==> config.mk <==
export PLATFORM = sky130hd
export DESIGN_NAME = call_stack
export DESIGN_NICKNAME = d
export VERILOG_FILES = /design/src/rtl/call_stack.sv
export SDC_FILE = /design/constraint.sdc
export NUM_CORES = 1
export LEC_CHECK = 0
export CORE_MARGIN = 2
export CORE_UTILIZATION = 35
export DETAILED_ROUTE_END_ITERATION = 10
export PLACE_DENSITY = 0.55
export SKIP_LAST_GASP = 1
export SYNTH_ARGS = -nofsm -noshare
export SYNTH_HDL_FRONTEND = slang
export SYNTH_SLANG_ARGS = --single-unit
export TNS_END_PERCENT = 50
==> constraint.sdc <==
create_clock -name clk -period 7 [get_ports clk]
set_clock_uncertainty 0.1 [all_clocks]
set_input_delay 1.4 -clock clk [delete_from_list [all_inputs] [get_ports clk]]
set_output_delay 1.4 -clock clk [all_outputs]
set_load 0.05 [all_outputs]
==> src/rtl/call_stack.sv <==
// call_stack: hardware return stack for the DRFA processor.
// Each entry holds a return address and an ALU-flag snapshot. Supports push,
// pop, simultaneous push+pop (replace top), synchronous clear and sticky
// overflow/underflow reporting. Storage is a register array that is not reset;
// only the occupancy count and the error flags are reset.
module call_stack #(
    parameter int ADDR_WIDTH  = 9,
    parameter int FLAGS_WIDTH = 4,
    parameter int DEPTH       = 16,
    localparam int CW         = $clog2(DEPTH + 1)
) (
    input  logic                   clk,
    input  logic                   rst_n,
    input  logic                   in_push_en,
    input  logic                   in_pop_en,
    input  logic                   in_clear,
    input  logic [ADDR_WIDTH-1:0]  in_pc,
    input  logic [FLAGS_WIDTH-1:0] in_flags,
    output logic [ADDR_WIDTH-1:0]  out_top_pc,
    output logic [FLAGS_WIDTH-1:0] out_top_flags,
    output logic [CW-1:0]          out_count,
    output logic                   out_empty,
    output logic                   out_full,
    output logic                   out_overflow,
    output logic                   out_underflow
);

    localparam int IW = (DEPTH > 1) ? $clog2(DEPTH) : 1;
    localparam int EW = ADDR_WIDTH + FLAGS_WIDTH;

    logic [EW-1:0] mem_q [DEPTH];
    logic [CW-1:0] count_q, count_d;
    logic          overflow_q, overflow_d;
    logic          underflow_q, underflow_d;

    logic          wr_en;
    logic [IW-1:0] wr_idx;
    logic [EW-1:0] wr_data;
    logic          empty, full;
    logic [IW-1:0] top_idx;
    logic [EW-1:0] top_entry;

    // Occupancy decodes and top-of-stack selection.
    // DEPTH is a power of two, so count-1 in IW bits lands on DEPTH-1 when full.
    always_comb begin
        empty     = (count_q == '0);
        full      = (count_q == CW'(DEPTH));
        top_idx   = count_q[IW-1:0] - IW'(1);
        top_entry = mem_q[top_idx];
    end

    // Next-state decode: clear first, then push+pop, push, pop.
    always_comb begin
        // NOTE: every signal gets a default first so no path leaves it unassigned (no latch).
        count_d     = count_q;
        overflow_d  = overflow_q;
        underflow_d = underflow_q;
        wr_en       = 1'b0;
        wr_idx      = count_q[IW-1:0];
        wr_data     = {in_pc, in_flags};

        if (in_clear) begin
            count_d     = '0;
            overflow_d  = 1'b0;
            underflow_d = 1'b0;
        end else if (in_push_en && in_pop_en) begin
            if (empty) begin
                // Nothing to pop: behave as a push, but flag the bad pop.
                wr_en       = 1'b1;
                wr_idx      = '0;
                count_d     = CW'(1);
                underflow_d = 1'b1;
            end else begin
                // Replace top in place; count unchanged.
                wr_en  = 1'b1;
                wr_idx = top_idx;
            end
        end else if (in_push_en) begin
            if (full) begin
                overflow_d = 1'b1;
            end else begin
                wr_en   = 1'b1;
                count_d = count_q + CW'(1);
            end
        end else if (in_pop_en) begin
            if (empty) begin
                underflow_d = 1'b1;
            end else begin
                count_d = count_q - CW'(1);
            end
        end
    end

    // Control state: count and sticky error flags.
    always_ff @(posedge clk or negedge rst_n) begin
        // NOTE: sequential state uses non-blocking assignments only.
        if (!rst_n) begin
            count_q     <= '0;
            overflow_q  <= 1'b0;
            underflow_q <= 1'b0;
        end else begin
            count_q     <= count_d;
            overflow_q  <= overflow_d;
            underflow_q <= underflow_d;
        end
    end

    // Entry storage write port.
    // NOTE: the array has no reset; entries at or above count are never observed.
    always_ff @(posedge clk) begin
        if (wr_en) begin
            mem_q[wr_idx] <= wr_data;
        end
    end

    // Outputs: top fields forced to zero when the stack is empty.
    always_comb begin
        out_top_pc    = empty ? '0 : top_entry[EW-1:FLAGS_WIDTH];
        out_top_flags = empty ? '0 : top_entry[FLAGS_WIDTH-1:0];
        out_count     = count_q;
        out_empty     = empty;
        out_full      = full;
        out_overflow  = overflow_q;
        out_underflow = underflow_q;
    end

endmodule

==> summary.md, run 1 <==
| Metric | Value |
|---|---|
| Synth Net Count | `462` |
| Critical Path End Type | `output pin` |
| Setup CP Type | `flop to output pin` |
| Initial drt markers | `406` |
| Routed WL per cell | `23.9 um` |
| Switch Pwr | `0.00186 W` |
| Reg clk slew, reported paths | `60 ps` |
| Post-CTS Setup Inserts | `0` |
| Startpoint types | `flop` |
| Maximum fanout along the worst path | `33` |
| Leak | `3.33 nW` |
| Top Ports | `40` |
| Max-cap viol count | `0` |
| Yosys reg bits | `215` |
| GRT Overall Usage | `15.6%` |
| Final Wtd Congestion | `0.745` |
| Fin. Hold Viols | `0` |
| Vias in the first global route | `4658` |
| Antenna cell count | `0` |
| Most common cell in the netlist | `edfxtp_1` |
| Slew Viols, Final | `0` |
| Combinational Power Share | `43.1%` |
| Via density | `5.31` |
| Nets | `521` |
| Achievable frequency | `163 MHz` |
| Crit path required time | `5500 ps` |
| Gr ovfl total | `0` |
| Final period utilization | `87.6%` |
| Antenna violations before repair | `1` |
| Die Ht | `163 um` |
| HP Class | `flop to flop` |
| Post_cts resized | `0` |
| Critical path data arrival time | `4630 ps` |
| Fin util | `41.7%` |
| First-pass GRT wire length | `30100 um` |
| PwrDens | `466 mW/mm2` |
| Fraction of registers with async set or reset after synthesis | `3.26%` |
| Starting density of the core | `35.4%` |
| Yosys warnings | `0` |
| Core Rows | `58` |
| Vias | `4479` |
| Die area | `0.0265 mm2` |
| Minimum clock period | `6130 ps` |
| Worst path cell trace | `inv_1 -> ha_2 -> buf_4 -> mux4_2 -> mux2i_1 -> o22ai_2 -> clkdlybuf4s50_1` |
| RSZ-0062 raised after global routing | `no` |
| Share of cells above drive strength 1 | `23.2%` |
| Slowest cell on the critical path | `ha_2` |
| Syn avg cell area | `20.2 um2` |
| Cell area after synthesis | `0.00884 mm2` |
| Hpwl dp | `12000 um` |
| Internal power | `0.00300 W` |
| Sequential Power Share | `32.2%` |
| Most common flop cell mapped by yosys | `edfxtp_1` |
| Post-CTS Hold Buffers | `0` |
| Post-Synthesis Cells | `438` |
| Most frequent cells after synthesis | `edfxtp_1, mux4_2, mux2i_1` |
| Largest cells by area after synthesis | `edfxtp_1, mux4_2, mux2i_1` |
| Area delta synth->final | `17.8%` |
| DRC viols | `0` |
| Sequential share of the synthesized area | `72.7%` |
| Largest net degree at the start of global routing | `34` |
| Detailed-router iteration count before antenna repair | `5` |
| Setup WS pre-CTS | `1300 ps` |
| Post-synth cell types | `45` |
| Total CTS buffers | `23` |
| Final wirelength | `20200 um` |
| Setup ws final | `870 ps` |
| CP top delay family | `buffers and inverters` |
| Clock Latency Late Sink | `510 ps` |
| Root Driver | `clkbuf_16` |
| Maximum VDD drop | `0.000488 V` |
| Switching share of power | `38.3%` |
| CP peak stage delay | `980 ps` |
| Relative slew slack | `16.7%` |
| EDFF count, synth | `208` |
| TritonCTS clock tree | `yes` |
| WHS | `417 ps` |
| Buffers on Ports | `39` |
| Clock power share | `24.7%` |
| Slew @ Worst Pin | `1230 ps` |
| Status | `finished clean` |
| Max clock buf depth | `3` |
| Largest area contributor in the netlist | `edfxtp_1` |
| Max H-tree Level | `1` |
| Setup TNS Final | `0 ps` |
| Setup-failing EPs final | `0` |
| Post-route ant nets | `0` |
| Die width | `163 um` |
| Clk sinks | `215` |
| Worst Path Buf+Inv | `3` |
| Core ar. | `0.0250 mm2` |
| Synth top area share | `70.7%` |
[cells by family (layout without fill, tap and decap cells)]
| family | Yosys count | after routing | synth area share [%] |
|---|---|---|---|
| flip-flops | 215 | 215 | 72.7 |
| multiplexers | 84 | 84 | 16.9 |
| AND/OR/NAND/NOR | 55 | 55 | 3.43 |
| AO/OA/AOI/OAI | 40 | 40 | 3.45 |
| buffers and inverters | 32 | 108 | 1.83 |
| adder cells (fa/ha/maj) | 6 | 6 | 0.934 |
| XOR/XNOR | 6 | 6 | 0.807 |
[power groups by stage]
| stage | clock network (W) | registers (W) | logic, W |
|---|---|---|---|
| 2_1_floorplan | 0 | 0.00158 | 0.00151 |
| 6_report | 0.00120 | 0.00156 | 0.00209 |
| 5_1_grt | 0.00128 | 0.00158 | 0.00221 |
| 3_3_place_gp | 0 | 0.00159 | 0.00210 |
| 4_1_cts | 0.00123 | 0.00157 | 0.00212 |
| 3_5_place_dp | 0 | 0.00159 | 0.00211 |
[sequential cells by signal, indices dropped and copies added, names as in the netlist]
name           count
out_underflow      1
out_overflow       1
out_count          5
mem_q            208
[worst register-to-register path: stages, from the launching register on]
cell and delay (ps):
dfrtp_4 830, inv_1 300, ha_2 980, inv_1 170, nor4_1 260, o21ai_1 180
nor2_1 650, buf_4 350
[cells in the final DEF (no fill, tap or decap), types with 7 or more instances in the layout]
cell / count
clkbuf_16: 23
o22ai_2: 7
inv_1: 7
mux2i_1: 31
clkinv_1: 8
nor2_1: 20
buf_4: 19
mux4_2: 52
edfxtp_1: 208
clkdlybuf4s50_1: 39
a21oi_1: 9
[final cells by class]
type                    instances  area, um2
well taps                     330        413
clock inverters                16        163
repair buffers                 58        533
inverters                       8       30.0
clock buffers                  26        587
fillers                      2237      14600
multi-input cells             191       2260
flip-flops and latches        215       6420
[routing by layer]
metal | share of wire [%] | global-route usage [%] | vias up
met3 | 4.8 | 2.72 | 33
met1 | 47 | 22.8 | 2379
met4 | 2.1 | 3.70 | 2
met5 | 0.055 | 0 | -
li1 | - | - | 1939
met2 | 47 | 24.5 | 126
[metrics by stage]
step	instance area, um2	cells	power [W]
2_1_floorplan	8840	438	0.00308
3_3_place_gp	9660	802	0.00369
3_5_place_dp	9660	802	0.00370
4_1_cts	10400	844	0.00492
5_1_grt	10400	844	0.00507
6_report	10400	844	0.00485
[final timing paths]
kind	start	endpoint	slack, ps	cells past startpoint
worst max-delay path	out_count[0]	out_top_pc[5]	870	7
max in group asynchronous	rst_n	out_count[0]	5440	1
min in group asynchronous	rst_n	out_overflow	1060	1
worst min register to register	out_underflow	out_underflow	420	2
worst min-delay path	out_underflow	out_underflow	420	2
worst max register to register	out_count[0]	mem_q[9][3]	2890	7
(Power assumes the default switching activity.)
==> run 2: changes to the inputs <==
--- a/config.mk
+++ b/config.mk
@@ -5,10 +5,12 @@
 export SDC_FILE = /design/constraint.sdc
 export NUM_CORES = 1
 export LEC_CHECK = 0
+export CELL_PAD_IN_SITES_DETAIL_PLACEMENT = 2
+export CELL_PAD_IN_SITES_GLOBAL_PLACEMENT = 2
 export CORE_MARGIN = 2
 export CORE_UTILIZATION = 35
 export DETAILED_ROUTE_END_ITERATION = 10
-export PLACE_DENSITY = 0.55
+export PLACE_DENSITY = 0.66
 export SKIP_LAST_GASP = 1
 export SYNTH_ARGS = -nofsm -noshare
 export SYNTH_HDL_FRONTEND = slang
==> run 2 against run 1 <==
  * Hold slack worse by 16 ps
  * Via count increased by 0.89%
  * Combinational power increased by 2%
  * Sequential power about the same
  * Maximum frequency is 0.90% higher
  * Non-clock buffer count grew 1
==> summary.md, run 2 (same netlist as run 1, synthesis figures left out) <==
| Metric | Value |
|---|---|
| Antenna violations before repair | `0 (-1)` |
| Fillers | `2349 (+5.0%)` |
| Final Non-Filler Cells | `850 (+0.71%)` |
| Root Driver | `clkbuf_16` |
| Post-CTS Setup Inserts | `0 (unchanged)` |
| Minimum clock period | `6080 ps (-54.5 ps)` |
| Die Ht | `163 um (unchanged)` |
| Die area | `0.0265 mm2 (unchanged)` |
| Power consumption | `0.00504 W (+3.8%)` |
| Reg clk slew, reported paths | `60 ps (about the same)` |
| Starting density of the core | `35.4% (unchanged)` |
| Max clock buf depth | `3 (unchanged)` |
| Critical Path End Type | `output pin` |
| Die width | `163 um (unchanged)` |
| Worst path cell trace | `inv_1 -> ha_2 -> buf_4 -> mux4_2 -> mux2i_1 -> o22ai_2 -> clkdlybuf4s50_1` |
| DP Cell Count | `803 (+0.12%)` |
| Vias in the first global route | `5140 (+10%)` |
| Detailed-router iteration count before antenna repair | `4 (-1)` |
| Post-CTS Hold Buffers | `0 (unchanged)` |
| Switch Pwr | `0.00194 W (+4.5%)` |
| CP top delay family | `buffers and inverters` |
| Setup-failing EPs final | `0 (unchanged)` |
| Largest register FFs | `208 (unchanged)` |
| Status | `finished clean` |
| Buffers on Ports | `39 (unchanged)` |
| Core ar. | `0.0250 mm2 (unchanged)` |
| Core Rows | `58 (unchanged)` |
| Switching share of power | `38.5% (+0.23 points)` |
| Via density | `5.32 (+0.18%)` |
| Final Instance Area | `0.0105 mm2 (+1.1%)` |
| Largest register by flop count | `mem_q` |
| Max-cap viol count | `0 (unchanged)` |
| Slowest cell on the critical path | `ha_2` |
| Nets | `525 (+0.77%)` |
| Maximum VDD drop | `0.000242 V (-50%)` |
| GRT Overall Usage | `18.7% (+3.1 points)` |
| Final Wtd Congestion | `0.716 (-4.0%)` |
| Hpwl dp | `14600 um (+21%)` |
| Clk sinks | `215 (unchanged)` |
| Slew @ Worst Pin | `1070 ps (-160 ps)` |
| Post_cts resized | `0 (unchanged)` |
| Crit path required time | `5500 ps (about the same)` |
| Setup CP Type | `flop to output pin` |
| Leak | `3.38 nW (+1.4%)` |
| Internal power | `0.00310 W (+3.4%)` |
| First-pass GRT wire length | `35400 um (+18%)` |
| Final period utilization | `86.8% (-0.78 points)` |
| Relative slew slack | `28.3% (+12 points)` |
| Initial drt markers | `315 (-22%)` |
| TritonCTS clock tree | `yes` |
| Final wirelength | `23800 um (+18%)` |
| Sequential Power Share | `31.1% (-1.1 points)` |
| Startpoint types | `flop` |
| Top Ports | `40 (unchanged)` |
| PwrDens | `479 mW/mm2 (+2.7%)` |
| Combinational Power Share | `42.4% (-0.7 points)` |
| Setup TNS Final | `0 ps (unchanged)` |
| Placed inst area | `0.00967 mm2 (about the same)` |
| Post-route ant nets | `0 (unchanged)` |
| R2R setup slack | `2870 ps (-20 ps)` |
| Routed WL per cell | `28.0 um (+17%)` |
| Maximum fanout along the worst path | `35 (+6.1%)` |
| Clock power share | `26.6% (+1.9 points)` |
| Clock Latency Late Sink | `520 ps (about the same)` |
| Gr ovfl total | `0 (unchanged)` |
| Antenna cell count | `0 (unchanged)` |
| Worst Path Buf+Inv | `3 (unchanged)` |
| Total CTS buffers | `26 (+13%)` |
| Critical path data arrival time | `4580 ps (-50 ps)` |
| Commonest non-fill, non-tap cell in the layout | `edfxtp_1` |
| Share of cells above drive strength 1 | `24.2% (+1.1 points)` |
| Achievable frequency | `165 MHz (+0.90%)` |
| Most frequent cells in the layout | `edfxtp_1, mux4_2, clkdlybuf4s50_1` |
| HP Class | `flop to flop` |
| Area delta synth->final | `19.0%` |
| DRC viols | `0 (unchanged)` |
| Largest net degree at the start of global routing | `36 (+5.9%)` |
| Fin. Hold Viols | `0 (unchanged)` |
| Slew Viols, Final | `0 (unchanged)` |
| CP peak stage delay | `1010 ps (+30 ps)` |
| RSZ-0062 raised after global routing | `no` |
| Vias | `4519 (+0.89%)` |
| Max H-tree Level | `1 (unchanged)` |
[run 2: changes by cell type in the layout (fill, tap and decap cells not counted), sizes merged]
cell,previous run,this run
clkinvlp,1,3
clkinv,11,9
buf,19,20
clkbuf,26,31
[run 2: final cells by class]
type / count / area (um2) / share of cell area, %
flip-flops and latches: 215 / 6420 / 61.1
multi-input cells: 191 / 2260 / 21.5
clock buffers: 31 / 691 / 6.57
repair buffers: 59 / 541 / 5.14
well taps: 330 / 413 / 3.93
clock inverters: 16 / 163 / 1.55
inverters: 8 / 30.0 / 0.285
[run 2: final timing paths]
kind,startpoint,end,cells past startpoint
min in group asynchronous,rst_n,out_underflow,1
max in group asynchronous,rst_n,out_count[0],1
setup reg to reg,out_count[0],mem_q[5][1],7
hold / removal,out_overflow,out_overflow,2
setup / recovery,out_count[0],out_top_flags[0],7
hold reg to reg,out_overflow,out_overflow,2
[run 2: per-layer routing]
| layer | GRT usage [%] | vias up | wire length (um) |
|---|---|---|---|
| met1 | 24.8 | 2436 | 9960 |
| met5 | 0 | - | 0 |
| met4 | 4.51 | 0 | 440 |
| met3 | 2.75 | 30 | 1220 |
| li1 | - | 1948 | - |
| met2 | 32.6 | 105 | 12200 |
[run 2: worst min-delay path, cell delays in order, from the launching register on]
cell	delay [ps]
dfrtp_1	340
a31oi_1	50
nor2_1	70
[run 2: metrics by stage]
stage          worst slack (ps)  hold slack (ps)  utilization [%]
2_1_floorplan              2350              694                -
3_3_place_gp               1440              381             38.7
3_5_place_dp               1350              385             38.7
4_1_cts                     805              401             42.1
5_1_grt                     624              445             42.1
6_report                    924              401             42.1
[run 2: power by group through the flow]
stage / combinational, W / sequential (W) / clock [W]
2_1_floorplan: 0.00151 / 0.00158 / 0
3_3_place_gp: 0.00213 / 0.00159 / 0
3_5_place_dp: 0.00216 / 0.00160 / 0
4_1_cts: 0.00218 / 0.00157 / 0.00137
5_1_grt: 0.00225 / 0.00158 / 0.00142
6_report: 0.00213 / 0.00157 / 0.00134
